<file path="config.mk">
export PLATFORM = sky130hd
export DESIGN_NAME = program_dumper
export DESIGN_NICKNAME = d
export VERILOG_FILES = /design/src/rtl/program_dumper.sv
export SDC_FILE = /design/constraint.sdc
export NUM_CORES = 1
export LEC_CHECK = 0
export BUFFER_PORTS_ARGS = -buffer_cell sky130_fd_sc_hd__buf_2
export CAP_MARGIN = 40
export CORE_MARGIN = 3
export CORE_UTILIZATION = 25
export CTS_CLUSTER_SIZE = 14
export DETAILED_ROUTE_END_ITERATION = 8
export SKIP_CTS_REPAIR_TIMING = 1
export SYNTH_ARGS = -nofsm -noshare
export SYNTH_HDL_FRONTEND = slang
export SYNTH_SLANG_ARGS = --single-unit
</file>
<file path="constraint.sdc">
create_clock -name clk -period 2.3 [get_ports clk]
set_input_delay 0 -clock clk [delete_from_list [all_inputs] [get_ports clk]]
set_output_delay 0 -clock clk [all_outputs]
set_load 0.1 [all_outputs]
</file>
<file path="src/rtl/program_dumper.sv">
// program_dumper: streams RAM words 0..count-1 out one byte at a time over a newData/ack handshake.
// Ports: clk, reset (async active-low); start/count request a dump (count clamped to 2^addrSize);
// addr/ramData read the RAM with one cycle of latency; dataOut/newData/ack carry the byte handshake;
// busy is high outside IDLE; done pulses for the single DONE cycle.
module program_dumper #(
    parameter int addrSize = 6,
    parameter int dataSize = 8
) (
    input  logic                clk,
    input  logic                reset,
    input  logic                start,
    input  logic [addrSize:0]   count,
    input  logic                ack,
    input  logic [dataSize-1:0] ramData,
    output logic [dataSize-1:0] dataOut,
    output logic                newData,
    output logic [addrSize-1:0] addr,
    output logic                busy,
    output logic                done
);
    typedef enum logic [2:0] {IDLE, READ, LATCH, SEND, DONE} state_t;
    localparam logic [addrSize:0]   max_cnt  = {1'b1, {addrSize{1'b0}}};
    localparam logic [addrSize:0]   cnt_one  = 1;
    localparam logic [addrSize-1:0] addr_one = 1;
    state_t              state_q, state_d;
    logic [addrSize-1:0] addr_q, addr_d;
    logic [dataSize-1:0] data_q, data_d;
    logic [addrSize:0]   cnt_q, cnt_d;
    logic                new_q, new_d, busy_q, busy_d, done_q, done_d;
    // addr doubles as the word index: both start at 0 and advance together.
    always_comb begin
        state_d = state_q;
        addr_d  = addr_q;
        data_d  = data_q;
        cnt_d   = cnt_q;
        new_d   = new_q;
        busy_d  = busy_q;
        done_d  = 1'b0;
        case (state_q)
            IDLE: if (start) begin
                cnt_d   = count > max_cnt ? max_cnt : count;
                addr_d  = '0;
                busy_d  = 1'b1;
                done_d  = ~|count;
                state_d = ~|count ? DONE : READ;
            end
            READ: state_d = LATCH;
            LATCH: begin
                data_d  = ramData;
                new_d   = 1'b1;
                state_d = SEND;
            end
            SEND: if (ack) begin
                new_d   = 1'b0;
                done_d  = {1'b0, addr_q} == cnt_q - cnt_one;
                addr_d  = done_d ? addr_q : addr_q + addr_one;
                state_d = done_d ? DONE : READ;
            end
            DONE: begin
                busy_d  = 1'b0;
                state_d = IDLE;
            end
            default: state_d = IDLE;
        endcase
    end
    always_ff @(posedge clk or negedge reset) begin
        if (!reset) begin
            state_q <= IDLE;
            addr_q  <= '0;
            data_q  <= '0;
            cnt_q   <= '0;
            new_q   <= 1'b0;
            busy_q  <= 1'b0;
            done_q  <= 1'b0;
        end else begin
            state_q <= state_d;
            addr_q  <= addr_d;
            data_q  <= data_d;
            cnt_q   <= cnt_d;
            new_q   <= new_d;
            busy_q  <= busy_d;
            done_q  <= done_d;
        end
    end
    assign dataOut = data_q;
    assign newData = new_q;
    assign addr    = addr_q;
    assign busy    = busy_q;
    assign done    = done_q;
endmodule

</file>
==> flow_metrics.tcl, run 1 <==
set metrics [dict create \
    rows 26 \
    ys_seq_area_frac 0.487 \
    yosys.cell_types.count 40 \
    clkSinkCount 27 \
    die_height_um 80.5 \
    cts_tree "done" \
    yosys_warnings 0 \
    worst-endpoint-arrival_ns 2.46 \
    vias 1245 \
    critPathCaptureType "flip-flop" \
    hold_path.class "primary input to flip-flop" \
    totalNegativeSetupSlack_ns 0 \
    path_max_fanout 3 \
    grt_pass1_vias 1160 \
    drt-vias-per-instance 4.73 \
    synthesis.nets 157 \
    holdWs_ns -0.0227 \
    instances_no_fill 263 \
    worst_pin_slew_ns 0.616 \
    start_util 0.265 \
    required_ns 2.51 \
    synth_compound_area_frac 0.176 \
    syn_area_per_cell_um2 10.2 \
    synth_ff_type "dfrtp_1" \
    grt_usage 0.107 \
    fin_crit_ns 2.25 \
    clock_path_buffers 2 \
    htree_levels 1 \
    grt_overflow 0 \
    ant_nets 0 \
    finalNetCount 215 \
    area_growth_pct 37.8 \
    synth_top_area_frac 0.487 \
    max-slew-margin-rel 0.589 \
    clock_latency_ns 0.27 \
    synth-seq-cells 27 \
    clk_pin_slew_ns 0.10 \
    hpwl_um 2490 \
    port_buffers 35 \
    synthArstFlopShare 1.00 \
    diodes 0 \
    drv_cap 0 \
    yosys.area.top_type "dfrtp_1" \
    cts_buffers 3 \
    timing.final.crit_share 0.978 \
    dp.cells 246 \
    critPathKind "flip-flop to flip-flop" \
    synth_cells 136 \
    fin_ws_ns 0.0504 \
    antenna_found_initial 0 \
    drive_gt1_frac 0.363 \
    io_pins 36 \
    wl_per_cell_um 13.5 \
    dieArea_um2 6480 \
    first_iter_violations 52 \
    core-area_um2 5240 \
    status "finished, violations left" \
    fin_skew_ns 0.00918 \
    report.final.hold_viol_count 3 \
    grt_pass1_wl_um 5390 \
    critPathLaunchType "flip-flop" \
    setup_viol 0 \
    wl_um 3550 \
    nFillCells 533 \
    ys_top_cells_by_area "dfrtp_1 (49%), mux2_2 (6.5%), nand2_1 (4.3%)" \
    slew_viol_final 0 \
    synth_top_family_by_area "simple AND/OR/NAND/NOR gates" \
    synthXorXnorAreaFrac 0.0379 \
    drt_first_pass_iters 4 \
    synthAdderAreaFrac 0.0180 \
    synth-edff-count 0 \
    route.detailed.drc 0 \
    die_width_um 80.5 \
    max_freq_mhz 445 \
    cts-root-buf "clkbuf_8" \
    synthMuxAreaShare 0.0649 \
    gp_congestion 0.785 \
    grt_max_degree 28 \
    netlist_area_um2 1390 \
    synthSimpleGateAreaFrac 0.197 \
    dpl_worst_slack_ns 0.0661 \
    violations "hold timing" \
]
[critical path, stage by stage (launching register included)]
cell and delay [ns]:
dfrtp_1 0.38, or3_1 0.40, or4_4 0.45, o2111a_2 0.21, o2111a_1 0.24, or3_1 0.35
a21oi_1 0.14
[per-stage QoR]
step	util	cell area, um2	hold slack (ns)
2_1_floorplan	-	1420	-0.296
3_3_place_gp	0.331	1730	0.0572
3_5_place_dp	0.331	1730	0.0557
4_1_cts	0.340	1780	-0.248
5_1_grt	0.365	1910	-0.000772
6_report	0.365	1910	-0.0227
[synthesized netlist by cell type (2+ instances only)]
cell type  number
a21oi_1         7
a31oi_1         4
a41o_1          2
clkbuf_1        3
dfrtp_1        27
ha_1            2
inv_1           4
mux2_2          8
nand2_1        16
nand2b_1        4
nand3b_1        5
nor2_1          9
nor3b_1         3
o21ai_0        10
or3_1           2
or4_1           2
xnor2_1         4
xor2_1          2
[layer usage]
metal,global-route usage,vias to the layer above,part of all wire
li1,-,618,-
met1,0.136,597,0.46
met2,0.176,28,0.49
met3,0.0280,2,0.045
met4,0.0304,0,0.0082
met5,0,-,0
[registers in the layout, summed over array words and instances (netlist names)]
register  flops
newData       1
cnt_q         7
state_q       3
addr          6
done          1
dataOut       8
busy          1
[kinds of logic after synthesis]
group / after synthesis
simple gates: 51
flops: 27
mux: 8
xor+xnor: 6
buf+inv: 7
compound gates: 35
fa+ha+maj: 2
[layout by cell type (no fill, tap or decap), types with 2 or more instances in the layout]
cell type and n:
o21ai_0 10, inv_2 2, a41o_1 2, mux2_2 8, nand3b_1 5, or3_1 2, dfrtp_1 22, dlygate4sd3_1 11
clkbuf_8 3, dfrtp_2 5, nor2_1 9, buf_4 10, xor2_1 2, nor3b_1 3, inv_1 2, nand2b_1 4
buf_2 35, xnor2_1 4, a21oi_1 6, nand2_1 16, a31oi_1 4
[final timing paths]
| kind | start | slack, ns | end | cells past startpoint |
|---|---|---|---|---|
| setup / recovery | cnt_q[2] | 0.05 | addr[5] | 6 |
| hold / removal | count[2] | -0.02 | cnt_q[2] | 3 |
| setup reg to reg | cnt_q[2] | 0.05 | addr[5] | 6 |
| hold reg to reg | newData | 0.49 | newData | 1 |
| max in group asynchronous | reset | 1.60 | addr[1] | 2 |
| min in group asynchronous | reset | 0.26 | cnt_q[4] | 2 |
[final cells by class]
type | count | area, um2 | area share
clock buffers | 4 | 45.0 | 0.0236
inverters | 4 | 15.0 | 0.00785
multi-input cells | 102 | 722 | 0.378
flip-flops and latches | 27 | 682 | 0.357
well taps | 70 | 87.6 | 0.0458
repair buffers | 56 | 360 | 0.188
Power of run 1 is not shown: default switching activity piles up to over one toggle a cycle in this logic, so the estimate is an artifact.
==> run 2, diff against run 1 <==
- CTS_BUF_LIST: default -> sky130_fd_sc_hd__clkbuf_4
==> run 2 against run 1 <==
  * The run still ends with hold timing left
  * Via count is 3.0% higher
  * Routed wire length is 2.0% higher
  * Clock skew up 0.0044 ns
  * Critical path depth stayed put
  * Maximum frequency barely moved
  * Non-clock buffer count increased by 6
==> flow_metrics.tcl, run 2 (synthesis results as in run 1) <==
set metrics [dict create \
    gp_congestion 0.785 \
    vias 1282 \
    layout_common_cells "buf_2 (35), dfrtp_1 (22), dlygate4sd3_1 (17), nand2_1 (16)" \
    htree_levels 1 \
    setup_viol 0 \
    clkSinkCount 27 \
    layout_commonest_cell "buf_2" \
    wl_um 3630 \
    die_height_um 80.5 \
    cts_tree "done" \
    hold_path.class "primary input to flip-flop" \
    start_util 0.265 \
    fin_skew_ns 0.0136 \
    drt_first_pass_iters 2 \
    clock_path_buffers 2 \
    grt_max_degree 28 \
    max_freq_mhz 444 \
    drv_cap 0 \
    grt_pass1_wl_um 5380 \
    drt-vias-per-instance 4.77 \
    worst-endpoint-arrival_ns 2.52 \
    status "finished, violations left" \
    critPathKind "flip-flop to flip-flop" \
    grt_pass1_vias 1160 \
    wl_per_cell_um 13.5 \
    fin_ws_ns 0.0493 \
    nFillCells 532 \
    fin_crit_ns 2.25 \
    area_growth_pct 41.0 \
    final-seq-area_um2 682 \
    slew_viol_final 0 \
    grt_usage 0.107 \
    max-slew-margin-rel 0.589 \
    die_width_um 80.5 \
    antenna_found_initial 0 \
    diodes 0 \
    worst_pin_slew_ns 0.616 \
    path_max_fanout 3 \
    core-area_um2 5240 \
    drive_gt1_frac 0.357 \
    clk_pin_slew_ns 0.15 \
    first_iter_violations 39 \
    cts-root-buf "clkbuf_4" \
    critPathCaptureType "flip-flop" \
    multi_input_area_um2 722 \
    timing.final.crit_share 0.979 \
    report.final.hold_viol_count 1 \
    route.detailed.drc 0 \
    holdWs_ns -0.0146 \
    largest_register_ffs 8 \
    port_buffers 35 \
    violations "hold timing" \
    grt_overflow 0 \
    finalNetCount 221 \
    rows 26 \
    critPathLaunchType "flip-flop" \
    cts_buffers 3 \
    hpwl_um 2490 \
    dieArea_um2 6480 \
    io_pins 36 \
    required_ns 2.57 \
    clock_latency_ns 0.33 \
    dpl_worst_slack_ns 0.0661 \
    ant_nets 0 \
]
## run 2: worst max-delay path, stage by stage (launching register included)
cell and delay (ns):
dfrtp_1 0.40, or3_1 0.41, or4_4 0.44, o2111a_2 0.21, o2111a_1 0.24, or3_1 0.34, a21oi_1 0.14
## run 2: routing by layer
metal	routed length, um	up-vias	track usage
li1	-	631	-
met1	1670	620	0.136
met2	1750	27	0.176
met3	157	4	0.0280
met4	48	0	0.0304
met5	0	-	0
## run 2: path summary, 6_finish.rpt
check	startpoint	to	slack [ns]	cells after the start
setup / recovery	cnt_q[2]	addr[5]	0.05	6
hold / removal	ack	state_q[2]	-0.01	3
setup reg to reg	cnt_q[2]	addr[5]	0.05	6
hold reg to reg	newData	newData	0.50	1
max in group asynchronous	reset	addr[0]	1.67	2
min in group asynchronous	reset	cnt_q[4]	0.20	2
## run 2: through the flow
stage	std cells	TNS, ns	hold WS (ns)	area, um2	util
after floorplan	136	0	-0.296	1420	-
final	269	0	-0.0146	1960	0.374
after detailed placement	246	0	0.0557	1730	0.331
after CTS	250	0	-0.327	1760	0.337
after global placement	246	0	0.0572	1730	0.331
after global routing	269	-0.00788	0.000786	1960	0.374
## run 2: cell type report
type	instances	area share
flip-flops and latches	27	0.348
well taps	70	0.0448
inverters	4	0.00767
clock buffers	4	0.0153
multi-input cells	102	0.369
repair buffers	62	0.215
Power of run 2 is left out for the same reason.
==> run 3, diff against run 2 <==
- ABC_AREA: default -> 1
==> run 3 against run 2 <==
  * The run now ends clean
  * Synthesized cell count is 50% higher
  * Hold slack better by 0.017 ns
  * Critical path depth is 2 higher
  * Largest cell class unchanged
==> flow_metrics.tcl, run 3 <==
set metrics [dict create \
    diodes 0 \
    wl_per_cell_um 10.9 \
    drt-vias-per-instance 4.36 \
    yosys_warnings 0 \
    grt_pass1_wl_um 6110 \
    hold_path_depth 3 \
    clock_path_buffers 2 \
    drt_first_pass_iters 4 \
    utilization 0.353 \
    critPathCaptureType "flip-flop" \
    worstReg2RegStart "state_q[0]" \
    ir_drop_mv 1.03 \
    grt_max_degree 28 \
    leakagePower_nw 1.05 \
    path_max_fanout 5 \
    finalNetCount 284 \
    antenna_found_initial 0 \
    totalNegativeSetupSlack_ns 0 \
    grt_overflow 0 \
    htree_levels 1 \
    final-seq-area_um2 676 \
    place_area_um2 1810 \
    netlist_area_um2 1530 \
    max-slew-margin-rel 0.593 \
    yosys.cell_types.count 26 \
    vias 1456 \
    start_util 0.268 \
    first_iter_violations 81 \
    setup_viol 0 \
    ys_seq_area_frac 0.441 \
    cts_buffers 3 \
    dpl_worst_slack_ns 0.592 \
    status "finished clean" \
    power_density_nw_per_um2 1420 \
    layout_commonest_cell "nand2_1" \
    critPathLaunchType "flip-flop" \
    ant_nets 0 \
    required_ns 2.57 \
    synth-edff-count 0 \
    worst_pin_slew_ns 0.611 \
    dieArea_um2 7110 \
    slew_viol_final 0 \
    die_height_um 84.3 \
    rows 27 \
    power_mw 2.86 \
    regToRegEndpoint "cnt_q[0]" \
    synthArstFlopShare 1.00 \
    rsz0062_at_grt "false" \
    critPathKind "flip-flop to flip-flop" \
    gp_congestion 0.837 \
    synthesis.nets 225 \
    fin_area_um2 2020 \
    synthTopCellsByCount "nand2_1 (81), dfrtp_1 (27), inv_1 (20)" \
    hold_path.class "primary input to flip-flop" \
    largest_register_ffs 8 \
    instances_no_fill 334 \
    synth_cells 204 \
    port_buffers 35 \
    nFillCells 585 \
    grt_usage 0.103 \
    syn_area_per_cell_um2 7.51 \
    synth_ff_type "dfrtp_1" \
    holdWs_ns 0.00248 \
    worst-endpoint-arrival_ns 2.14 \
    die_width_um 84.3 \
    hpwl_um 2760 \
    area_growth_pct 31.5 \
    multi_input_area_um2 756 \
    synth_top_area_frac 0.441 \
    yosysMostFrequentCell "nand2_1" \
    min_from "start" \
    cts-root-buf "clkbuf_4" \
    timing.final.crit_share 0.814 \
    reg2reg_slack_ns 0.43 \
    ff2ff_path_depth 8 \
    max_freq_mhz 534 \
    core-area_um2 5710 \
    clock_latency_ns 0.33 \
    clkSinkCount 27 \
    fin_crit_ns 1.87 \
    drv_cap 0 \
    cts_tree "done" \
    fin_ws_ns 0.428 \
    io_pins 36 \
    clk_pin_slew_ns 0.15 \
    route.detailed.drc 0 \
    layout_common_cells "nand2_1 (81), buf_2 (35), dfrtp_1 (27), inv_1 (20)" \
    yosys.area.top_type "dfrtp_1" \
    fin_skew_ns 0.0142 \
    ys_top_cells_by_area "dfrtp_1 (44%), nand2_1 (20%), inv_1 (4.9%)" \
    grt_pass1_vias 1367 \
    dp.cells 312 \
    holdPathEnd "busy" \
    report.final.hold_viol_count 0 \
    drive_gt1_frac 0.233 \
    wl_um 3660 \
    synth-seq-cells 27 \
]
[run 3: worst max-delay path by stage]
stage	start	to	slack, ns
6_report	state_q[0]	cnt_q[0]	0.43
2_1_floorplan	addr[0]	addr[5]	0.26
3_5_place_dp	cnt_q[0]	state_q[0]	0.59
5_1_grt	cnt_q[0]	state_q[0]	0.33
3_3_place_gp	cnt_q[0]	state_q[0]	0.61
4_1_cts	cnt_q[0]	state_q[0]	0.56
[run 3: cell type report]
type | count | share of cell area
sequential | 27 | 0.335
inverter | 27 | 0.0503
clock buffer | 4 | 0.0149
tap | 72 | 0.0447
multi-input combinational | 150 | 0.375
timing repair buffer | 54 | 0.180
[run 3: power breakdown]
part           internal, mW  switching [mW]
Clock                0.0797           0.138
Combinational         0.444            1.41
Sequential            0.641           0.140
[run 3: critical path, cell delays in order, from the launching register on]
cell,delay [ns]
dfrtp_1,0.44
nor2_1,0.17
nand2_2,0.13
inv_1,0.09
nand2_1,0.12
nor2_2,0.19
nand2_1,0.07
dlygate4sd3_1,0.55
o21ai_0,0.07
[run 3: cells by family after synthesis]
kind of cell / count (synthesis) / synth area share
AND/OR/NAND/NOR: 131 / 0.402
buffers and inverters: 27 / 0.0661
flip-flops: 27 / 0.441
AO/OA/AOI/OAI: 11 / 0.0408
XOR/XNOR: 6 / 0.0343
adder cells (fa/ha/maj): 2 / 0.0163
[run 3: metal layers]
| layer | part of all wire | vias up | GRT usage |
|---|---|---|---|
| li1 | - | 752 | - |
| met1 | 0.47 | 667 | 0.138 |
| met2 | 0.48 | 33 | 0.169 |
| met3 | 0.035 | 4 | 0.0186 |
| met4 | 0.011 | 0 | 0.0307 |
| met5 | 0 | - | 0 |
(Power assumes the default switching activity.)
